`config.mk`:
```
export PLATFORM = sky130hd
export DESIGN_NAME = float_divider
export DESIGN_NICKNAME = d
export VERILOG_FILES = /design/src/rtl/float_divider.sv
export SDC_FILE = /design/constraint.sdc
export NUM_CORES = 1
export LEC_CHECK = 0
export CORE_MARGIN = 10
export CORE_UTILIZATION = 57
export CTS_CLUSTER_SIZE = 10
export DETAILED_ROUTE_END_ITERATION = 8
export DONT_BUFFER_PORTS = 1
export PLACE_DENSITY = 0.82
export SLEW_MARGIN = 20
export SYNTH_ARGS = -nofsm -noshare
export SYNTH_HDL_FRONTEND = slang
export SYNTH_SLANG_ARGS = --single-unit
```
`constraint.sdc`:
```
create_clock -name in_clk -period 4.9 [get_ports in_clk]
set_clock_uncertainty 0.15 [all_clocks]
set_input_delay 0.98 -clock in_clk [delete_from_list [all_inputs] [get_ports in_clk]]
set_output_delay 0.98 -clock in_clk [all_outputs]
set_load 0.02 [all_outputs]
```
`src/rtl/float_divider.sv`:
```
`default_nettype none
// ============================================================================
// Module      : float_divider
// Description : Sequential IEEE-754-style floating-point divider,
//               out_quot = in_a / in_b. Fields are packed as
//               sign | exponent | mantissa with a hidden leading 1.
//               The mantissas are divided by restoring division, one
//               quotient bit per clock. Zero and inf/NaN operands bypass
//               the divider and finish right after UNPACK. Subnormal
//               inputs are flushed to zero and no subnormal is produced.
//               Build option FLOAT_DIVIDER_ROUND_EN selects
//               round-to-nearest-even. Without it the result is
//               truncated (round toward zero). Latency is the same in
//               both builds.
// Ports       : in_clk       clock, rising edge
//               in_rst       synchronous active-low reset
//               in_a         dividend, sampled on the start edge
//               in_b         divisor, sampled on the start edge
//               in_start     start request, honoured in IDLE/DONE only
//               out_finished high while DONE, out_quot valid
//               out_quot     registered quotient
// Revision    : 1.0 - initial release
// ============================================================================
module float_divider #(
    parameter int BITS     = 16,
    parameter int EXP_BITS = 5
) (
    input  logic            in_clk,
    input  logic            in_rst,
    input  logic [BITS-1:0] in_a,
    input  logic [BITS-1:0] in_b,
    input  logic            in_start,
    output logic            out_finished,
    output logic [BITS-1:0] out_quot
);

    localparam int c_mant_bits = BITS - EXP_BITS - 1;
    localparam int c_bias      = 2**(EXP_BITS-1) - 1;
    localparam int c_qw        = c_mant_bits + 3;     // integer + fraction + guard + round
    localparam int c_rw        = c_mant_bits + 2;     // remainder stays below 2*mb
    localparam int c_ew        = EXP_BITS + 2;        // signed working exponent
    localparam int c_cnt_w     = $clog2(c_qw + 1);

    localparam logic [c_ew-1:0]    c_bias_e   = c_ew'(c_bias);
    localparam logic [c_ew-1:0]    c_exp_max  = c_ew'(2**EXP_BITS - 1);
    localparam logic [c_cnt_w-1:0] c_cnt_last = c_cnt_w'(c_qw - 1);
    localparam logic [BITS-1:0]    c_qnan     =
        {1'b0, {EXP_BITS{1'b1}}, 1'b1, {(c_mant_bits-1){1'b0}}};

    localparam logic [2:0] c_idle      = 3'd0;
    localparam logic [2:0] c_unpack    = 3'd1;
    localparam logic [2:0] c_divide    = 3'd2;
    localparam logic [2:0] c_normalise = 3'd3;
    localparam logic [2:0] c_done      = 3'd4;

    logic [2:0]             r_state;
    logic [BITS-1:0]        r_a;
    logic [BITS-1:0]        r_b;
    logic                   r_sign;
    logic [c_ew-1:0]        r_exp;
    logic [c_mant_bits:0]   r_mb;
    logic [c_rw-1:0]        r_rem;
    logic [c_qw-1:0]        r_q;
    logic [c_cnt_w-1:0]     r_cnt;

    // ---------------- operand decode (used in UNPACK) ----------------
    logic [EXP_BITS-1:0] w_ea, w_eb;
    logic                w_a_zero, w_b_zero, w_a_inf, w_b_inf, w_a_nan, w_b_nan;
    logic                w_sign;
    logic [c_ew-1:0]     w_exp_unb;

    assign w_ea      = r_a[BITS-2 -: EXP_BITS];
    assign w_eb      = r_b[BITS-2 -: EXP_BITS];
    assign w_a_zero  = (w_ea == '0);
    assign w_b_zero  = (w_eb == '0);
    assign w_a_nan   = (&w_ea) & (|r_a[c_mant_bits-1:0]);
    assign w_b_nan   = (&w_eb) & (|r_b[c_mant_bits-1:0]);
    assign w_a_inf   = (&w_ea) & ~(|r_a[c_mant_bits-1:0]);
    assign w_b_inf   = (&w_eb) & ~(|r_b[c_mant_bits-1:0]);
    assign w_sign    = r_a[BITS-1] ^ r_b[BITS-1];
    // Two's-complement wrap in c_ew bits gives the signed difference.
    assign w_exp_unb = {2'b00, w_ea} - {2'b00, w_eb} + c_bias_e;

    // ---------------- restoring division step ----------------
    logic            w_ge;
    logic [c_rw-1:0] w_rem_next;

    assign w_ge       = (r_rem >= {1'b0, r_mb});
    assign w_rem_next = w_ge ? (r_rem - {1'b0, r_mb}) : r_rem;

    // ---------------- normalise and round ----------------
    // The quotient lies in (0.5, 2): when the integer bit is clear, one
    // left shift brings the leading 1 into place.
    logic                   w_msb;
    logic [c_mant_bits-1:0] w_frac_n;
    logic [c_ew-1:0]        w_exp_n;
    logic                   w_inc;
    logic [c_mant_bits:0]   w_frac_rnd;
    logic [c_ew-1:0]        w_exp_f;
    logic [BITS-1:0]        w_result;

    assign w_msb    = r_q[c_qw-1];
    assign w_frac_n = w_msb ? r_q[c_qw-2:2] : r_q[c_qw-3:1];
    assign w_exp_n  = w_msb ? r_exp : (r_exp - 1'b1);

`ifdef FLOAT_DIVIDER_ROUND_EN
    logic w_guard, w_round, w_sticky;
    assign w_guard  = w_msb ? r_q[1] : r_q[0];
    assign w_round  = w_msb ? r_q[0] : 1'b0;
    assign w_sticky = |r_rem;
    assign w_inc    = w_guard & (w_round | w_sticky | w_frac_n[0]);
`else
    logic w_unused_round_bit;
    assign w_unused_round_bit = r_q[0];
    assign w_inc              = 1'b0;
`endif

    assign w_frac_rnd = {1'b0, w_frac_n} + {{c_mant_bits{1'b0}}, w_inc};
    // A carry out leaves the fraction at zero and bumps the exponent.
    assign w_exp_f    = w_exp_n + {{(c_ew-1){1'b0}}, w_frac_rnd[c_mant_bits]};

    always_comb begin
        w_result = {r_sign, w_exp_f[EXP_BITS-1:0], w_frac_rnd[c_mant_bits-1:0]};
        if ($signed(w_exp_f) >= $signed(c_exp_max))
            w_result = {r_sign, {EXP_BITS{1'b1}}, {c_mant_bits{1'b0}}};
        else if ($signed(w_exp_f) <= $signed({c_ew{1'b0}}))
            w_result = {r_sign, {(BITS-1){1'b0}}};
    end

    // ---------------- control ----------------
    always_ff @(posedge in_clk) begin
        if (!in_rst) begin
            r_state      <= c_idle;
            r_a          <= '0;
            r_b          <= '0;
            r_sign       <= 1'b0;
            r_exp        <= '0;
            r_mb         <= '0;
            r_rem        <= '0;
            r_q          <= '0;
            r_cnt        <= '0;
            out_finished <= 1'b0;
            out_quot     <= '0;
        end else begin
            case (r_state)
                c_idle, c_done: begin
                    if (in_start) begin
                        r_a          <= in_a;
                        r_b          <= in_b;
                        out_finished <= 1'b0;
                        r_state      <= c_unpack;
                    end
                end
                c_unpack: begin
                    r_sign <= w_sign;
                    r_exp  <= w_exp_unb;
                    r_mb   <= {1'b1, r_b[c_mant_bits-1:0]};
                    r_rem  <= {1'b0, 1'b1, r_a[c_mant_bits-1:0]};
                    r_q    <= '0;
                    r_cnt  <= '0;
                    if (w_a_nan || w_b_nan || (w_a_zero && w_b_zero) || (w_a_inf && w_b_inf)) begin
                        out_quot     <= c_qnan;
                        out_finished <= 1'b1;
                        r_state      <= c_done;
                    end else if (w_b_zero || w_a_inf) begin
                        out_quot     <= {w_sign, {EXP_BITS{1'b1}}, {c_mant_bits{1'b0}}};
                        out_finished <= 1'b1;
                        r_state      <= c_done;
                    end else if (w_a_zero || w_b_inf) begin
                        out_quot     <= {w_sign, {(BITS-1){1'b0}}};
                        out_finished <= 1'b1;
                        r_state      <= c_done;
                    end else begin
                        r_state <= c_divide;
                    end
                end
                c_divide: begin
                    r_q   <= {r_q[c_qw-2:0], w_ge};
                    r_rem <= w_rem_next << 1;
                    r_cnt <= r_cnt + 1'b1;
                    if (r_cnt == c_cnt_last)
                        r_state <= c_normalise;
                end
                c_normalise: begin
                    out_quot     <= w_result;
                    out_finished <= 1'b1;
                    r_state      <= c_done;
                end
                default: begin
                    r_state      <= c_idle;
                    out_finished <= 1'b0;
                end
            endcase
        end
    end

endmodule
`default_nettype wire

```
# Word level (Yosys, flattened, before mapping)
# Index checks and enable logic that the tools add are counted.
# totals
reg_bits	100
output_inout_bits	17
# op_classes
n_addsub	5
order_cmp	3
bitwise_logic	8
muxes	23
n_reduce_logical	21
eq_ne	8
# op_table
cell	n
$mux 16	3
$pmux 16 s2	1
$mux 15	2
$pmux 13 s2	1
$pmux 12 s2	1
$reduce_or 10->1	2
$mux 3	5
$ge 12x11->1	1
$pmux 3 s4	1
$mux 11	1
$sub 11x11->11	1
$logic_not 5->1	2
$mux 10	1
$reduce_and 5->1	2
$pmux 4 s2	1
$add 6x5->7 const B	1
$ge 7x6->1 const B	1
$le 7x1->1 const B	1
$mux 7	1
$sub 7x1->7 const B	1
$eq 3x2->1 const B	2
$reduce_and 2->1	3
$sub 5x5->6	1
$logic_or 1x1->1	5
other kinds (16)	27

# Depth between registers and ports, before layout
# logic_depth
depth_word	8
mapped_depth	10
mapped_depth_nobuf	10

# Least setup slack after synthesis
# OpenSTA, ideal clock, no wires.
# synth_timing
path_kind	register -> register
startpoint	register r_rem[0]
endpoint	register r_rem[2]
period_less_slack_ns	2.404
n_path_buf	1
t_arrival_ns	2.148
setup_slack_ns	2.496
setup_time_ns	0.106
stages_incl_launch_ff	11
path_cell_list	dfxtp_1 -> inv_1 -> ha_1 -> fa_1 -> nor2b_1 -> o21ai_1 -> a21oi_1 -> o41ai_1 -> buf_2 -> a2111o_1 -> o311ai_0
# synth_between
elab_chain_len	3
# synth_lines
item	line	rtl
start, declared	62	logic [c_rw-1:0] r_rem;
start signal, assigned	158	r_rem <= {1'b0, 1'b1, r_a[c_mant_bits-1:0]};
start signal, assigned	179	r_rem <= w_rem_next << 1;
$sub 11x11->11 / $ge 12x11->1 (equally long branches)	89, 88	
$mux 11 *	89	assign w_rem_next = w_ge ? (r_rem - {1'b0, r_mb}) : r_rem;
$pmux 12 s2 *	145	case (r_state)
# Every way passes the cells marked *; elsewhere a longest branch is shown, timed or not.
# A chain may end at the register's enable or synchronous reset.

# Final worst setup path
# layout_timing
startpoint	register r_rem[0]
endpoint	register r_rem[4]
# The elaborated chain is that of the path after synthesis.

==> flow_metrics.py <==
metrics = {
    "global_routing": {
        "grt_pass1_wl_um": 19600,
        "grt_overflow": 0,
        "grt_max_degree": 52,
        "first_global_vias": 4132,
        "antenna_found_initial": 0,
        "grt_usage": 0.179,
    },
    "final_layout": {
        "multi_input_area_um2": 2790,
        "seqCellArea_um2": 2000,
        "final_nets": 659,
        "antenna_cells": 0,
        "drive_above_1_share": 0.0659,
        "area_delta_synth_final_pct": 5.54,
        "num-fill-cells": 775,
    },
    "detailed_routing": {
        "vias_per_cell": 6.14,
        "drc_errors": 0,
        "dr.pass1.iters": 5,
        "drt_iter0_drc": 323,
        "ant_nets": 0,
        "routed_wl_um": 11600,
        "via_count": 4392,
        "routedWlPerCell_um": 16.3,
    },
    "synth": {
        "synthTopCellsByCount": "121 x nand2_1, 100 x dfxtp_1, 60 x a21oi_1",
        "synth_edf_count": 0,
        "ys_types": 59,
        "synthTopCellsByArea": "dfxtp_1 40%, nand2_1 9.1%, a21oi_1 6.0%",
        "synth.top_cell.area_share": 0.399,
        "syn-num-nets": 677,
        "ys_seq_area_frac": 0.399,
        "yosys_warnings": 0,
        "ys_ff_latch": 100,
        "yosysMostFrequentCell": "nand2_1",
        "synthesis.instances": 620,
        "synth_top_area_cell": "dfxtp_1",
        "syn_avg_cell_area_um2": 8.09,
        "synthArstFlopShare": 0,
        "netlist_area_um2": 5020,
        "synth_flop_cell": "dfxtp_1",
    },
    "timing": {
        "setup_viol": 0,
        "final_max_slew_viol_count": 0,
        "relSlewSlack": 0.404,
        "max_freq_mhz": 379,
        "tightest_slew_ps": 892,
        "fin_setup_tns_ps": 0,
        "fin_crit_ps": 2640,
        "finalHoldViolCount": 0,
        "rsz0062_at_grt": "false",
        "min_period_over_period": 0.539,
    },
    "floorplanning": {
        "core_area_um2": 8640,
        "die_width_um": 114,
        "die_height_um": 114,
        "rows": 34,
        "ioPinCount": 52,
        "die_area_um2": 13000,
        "start_util": 0.581,
    },
    "worst_setup_path": {
        "cpPeakStageDelay_ps": 410,
        "cp_max_fo": 12,
        "crit_family": "compound AO/OA/AOI/OAI gates",
        "critPathBufInv": 2,
        "crit_chain": "inv_1 -> ha_1 -> fa_1 -> nor2b_1 -> o21ai_1 -> a21oi_1 -> o41ai_1 -> buf_4 -> and3_1 -> o311a_1",
        "critical_path_class": "reg2reg",
        "crit_required_ps": 5020,
        "worstPathArrival_ps": 2760,
        "cp-end-kind": "register",
        "critPathLaunchType": "register",
        "cpMaxStageDelayCell": "fa_1",
        "r2r_slack_ps": 2260,
    },
    "clock_tree": {
        "h-tree-depth": 3,
        "cts-resized-gates": 0,
        "clkTransAtPathRegs_ps": 100,
        "numCtsBuffers": 9,
        "cts_setup_buffers": 0,
        "cts_tree": "yes",
        "clock_latency_ps": 380,
        "clockBufferDepth": 2,
        "cts-root-buf": "clkbuf_8",
        "cts_num_sinks": 100,
        "ctsHoldBuffers": 0,
    },
    "power_and_ir_drop": {
        "pwr-share-comb": 0.215,
        "power.internal_mw": 1.25,
        "p_leak_nw": 1.95,
        "clockPowerShare": 0.302,
        "switchingPower_uw": 607,
        "seqPwrFrac": 0.483,
        "power.share.switching": 0.326,
        "powerDensity_nw_per_um2": 351,
        "power_mw": 1.86,
        "ir_worst_vdd_uv": 210,
    },
    "place": {
        "io_buffers": 0,
        "gp_congestion": 0.947,
        "dp_hpwl_um": 8510,
    },
    "status": {
        "status": "finished clean",
    },
    "min_path": {
        "hp-class": "reg2reg",
    },
    "job": {
        "maxCapViolCount": 0,
    },
}
-- tightest hold or removal path, stage by stage (launching register included) --
cell	delay, ps
dfxtp_1	320
nand2_1	50
a21oi_1	50
-- area by class of cell --
cell class / count / area share
Clock buffer: 9 / 0.0234
Multi-Input combinational cell: 457 / 0.527
Timing Repair Buffer: 6 / 0.00851
Tap cell: 108 / 0.0255
Inverter: 28 / 0.0198
Sequential cell: 100 / 0.378
Clock inverter: 7 / 0.0175
-- logic make-up after synthesis --
| kind of cell | synth area share |
|---|---|
| simple gates | 0.214 |
| compound gates | 0.223 |
| flops | 0.399 |
| buf+inv | 0.0481 |
| fa+ha+maj | 0.0579 |
| xor+xnor | 0.0297 |
| mux | 0.0284 |
-- sequential cells by signal (all words and copies together) (netlist names) --
register,cells
r_sign,1
out_quot,16
r_mb,11
r_a,16
out_finished,1
r_rem,12
r_q,13
r_exp,7
r_state,3
r_cnt,4
r_b,16
-- final timing paths --
path,from,end,cells after the start
hold / removal,r_mb[2]$_SDFFE_PN0P_,r_mb[2]$_SDFFE_PN0P_,2
hold reg to reg,r_mb[2]$_SDFFE_PN0P_,r_mb[2]$_SDFFE_PN0P_,2
setup reg to reg,r_rem[0]$_SDFFE_PN0P_,r_rem[4]$_SDFFE_PN0P_,10
setup / recovery,r_rem[0]$_SDFFE_PN0P_,r_rem[4]$_SDFFE_PN0P_,10
-- power groups by stage --
stage / registers [mW] / clock network [mW] / logic [mW]
finish: 0.899 / 0.562 / 0.399
global route: 0.905 / 0.610 / 0.444
CTS: 0.898 / 0.572 / 0.392
detailed placement: 0.917 / 0 / 0.390
global placement: 0.915 / 0 / 0.373
floorplan: 0.901 / 0 / 0.322
-- cells in the final DEF, fill, tap and decap left out, types with 8 or more instances in the layout --
cell,n
ha_1,20
xnor2_1,10
a21oi_1,60
mux2i_1,12
dfxtp_1,100
a22oi_1,14
o21a_1,8
inv_1,27
clkbuf_8,9
nand3_1,17
nand2_1,120
nor3_1,10
o21ai_0,18
o2bb2ai_1,9
nor2_1,42
-- routing by layer --
layer  routed length, µm  vias up  global-route usage
met4                 338        0              0.0802
met3                 839       30              0.0462
met5                   0        -                   0
li1                    -     2165                   -
met2                5500      147               0.292
met1                4960     2050               0.217
-- through the flow --
stage / utilization / setup WS (ps) / hold WS (ps) / area, µm² / cells
3_3_place_gp: 0.588 / 2370 / 296 / 5070 / 699
5_1_grt: 0.613 / 2040 / 328 / 5300 / 715
6_report: 0.613 / 2260 / 310 / 5300 / 715
4_1_cts: 0.613 / 2260 / 313 / 5290 / 715
3_5_place_dp: 0.588 / 2290 / 299 / 5080 / 699
2_1_floorplan: - / 2500 / 286 / 5020 / 620
(Power assumes the default switching activity.)
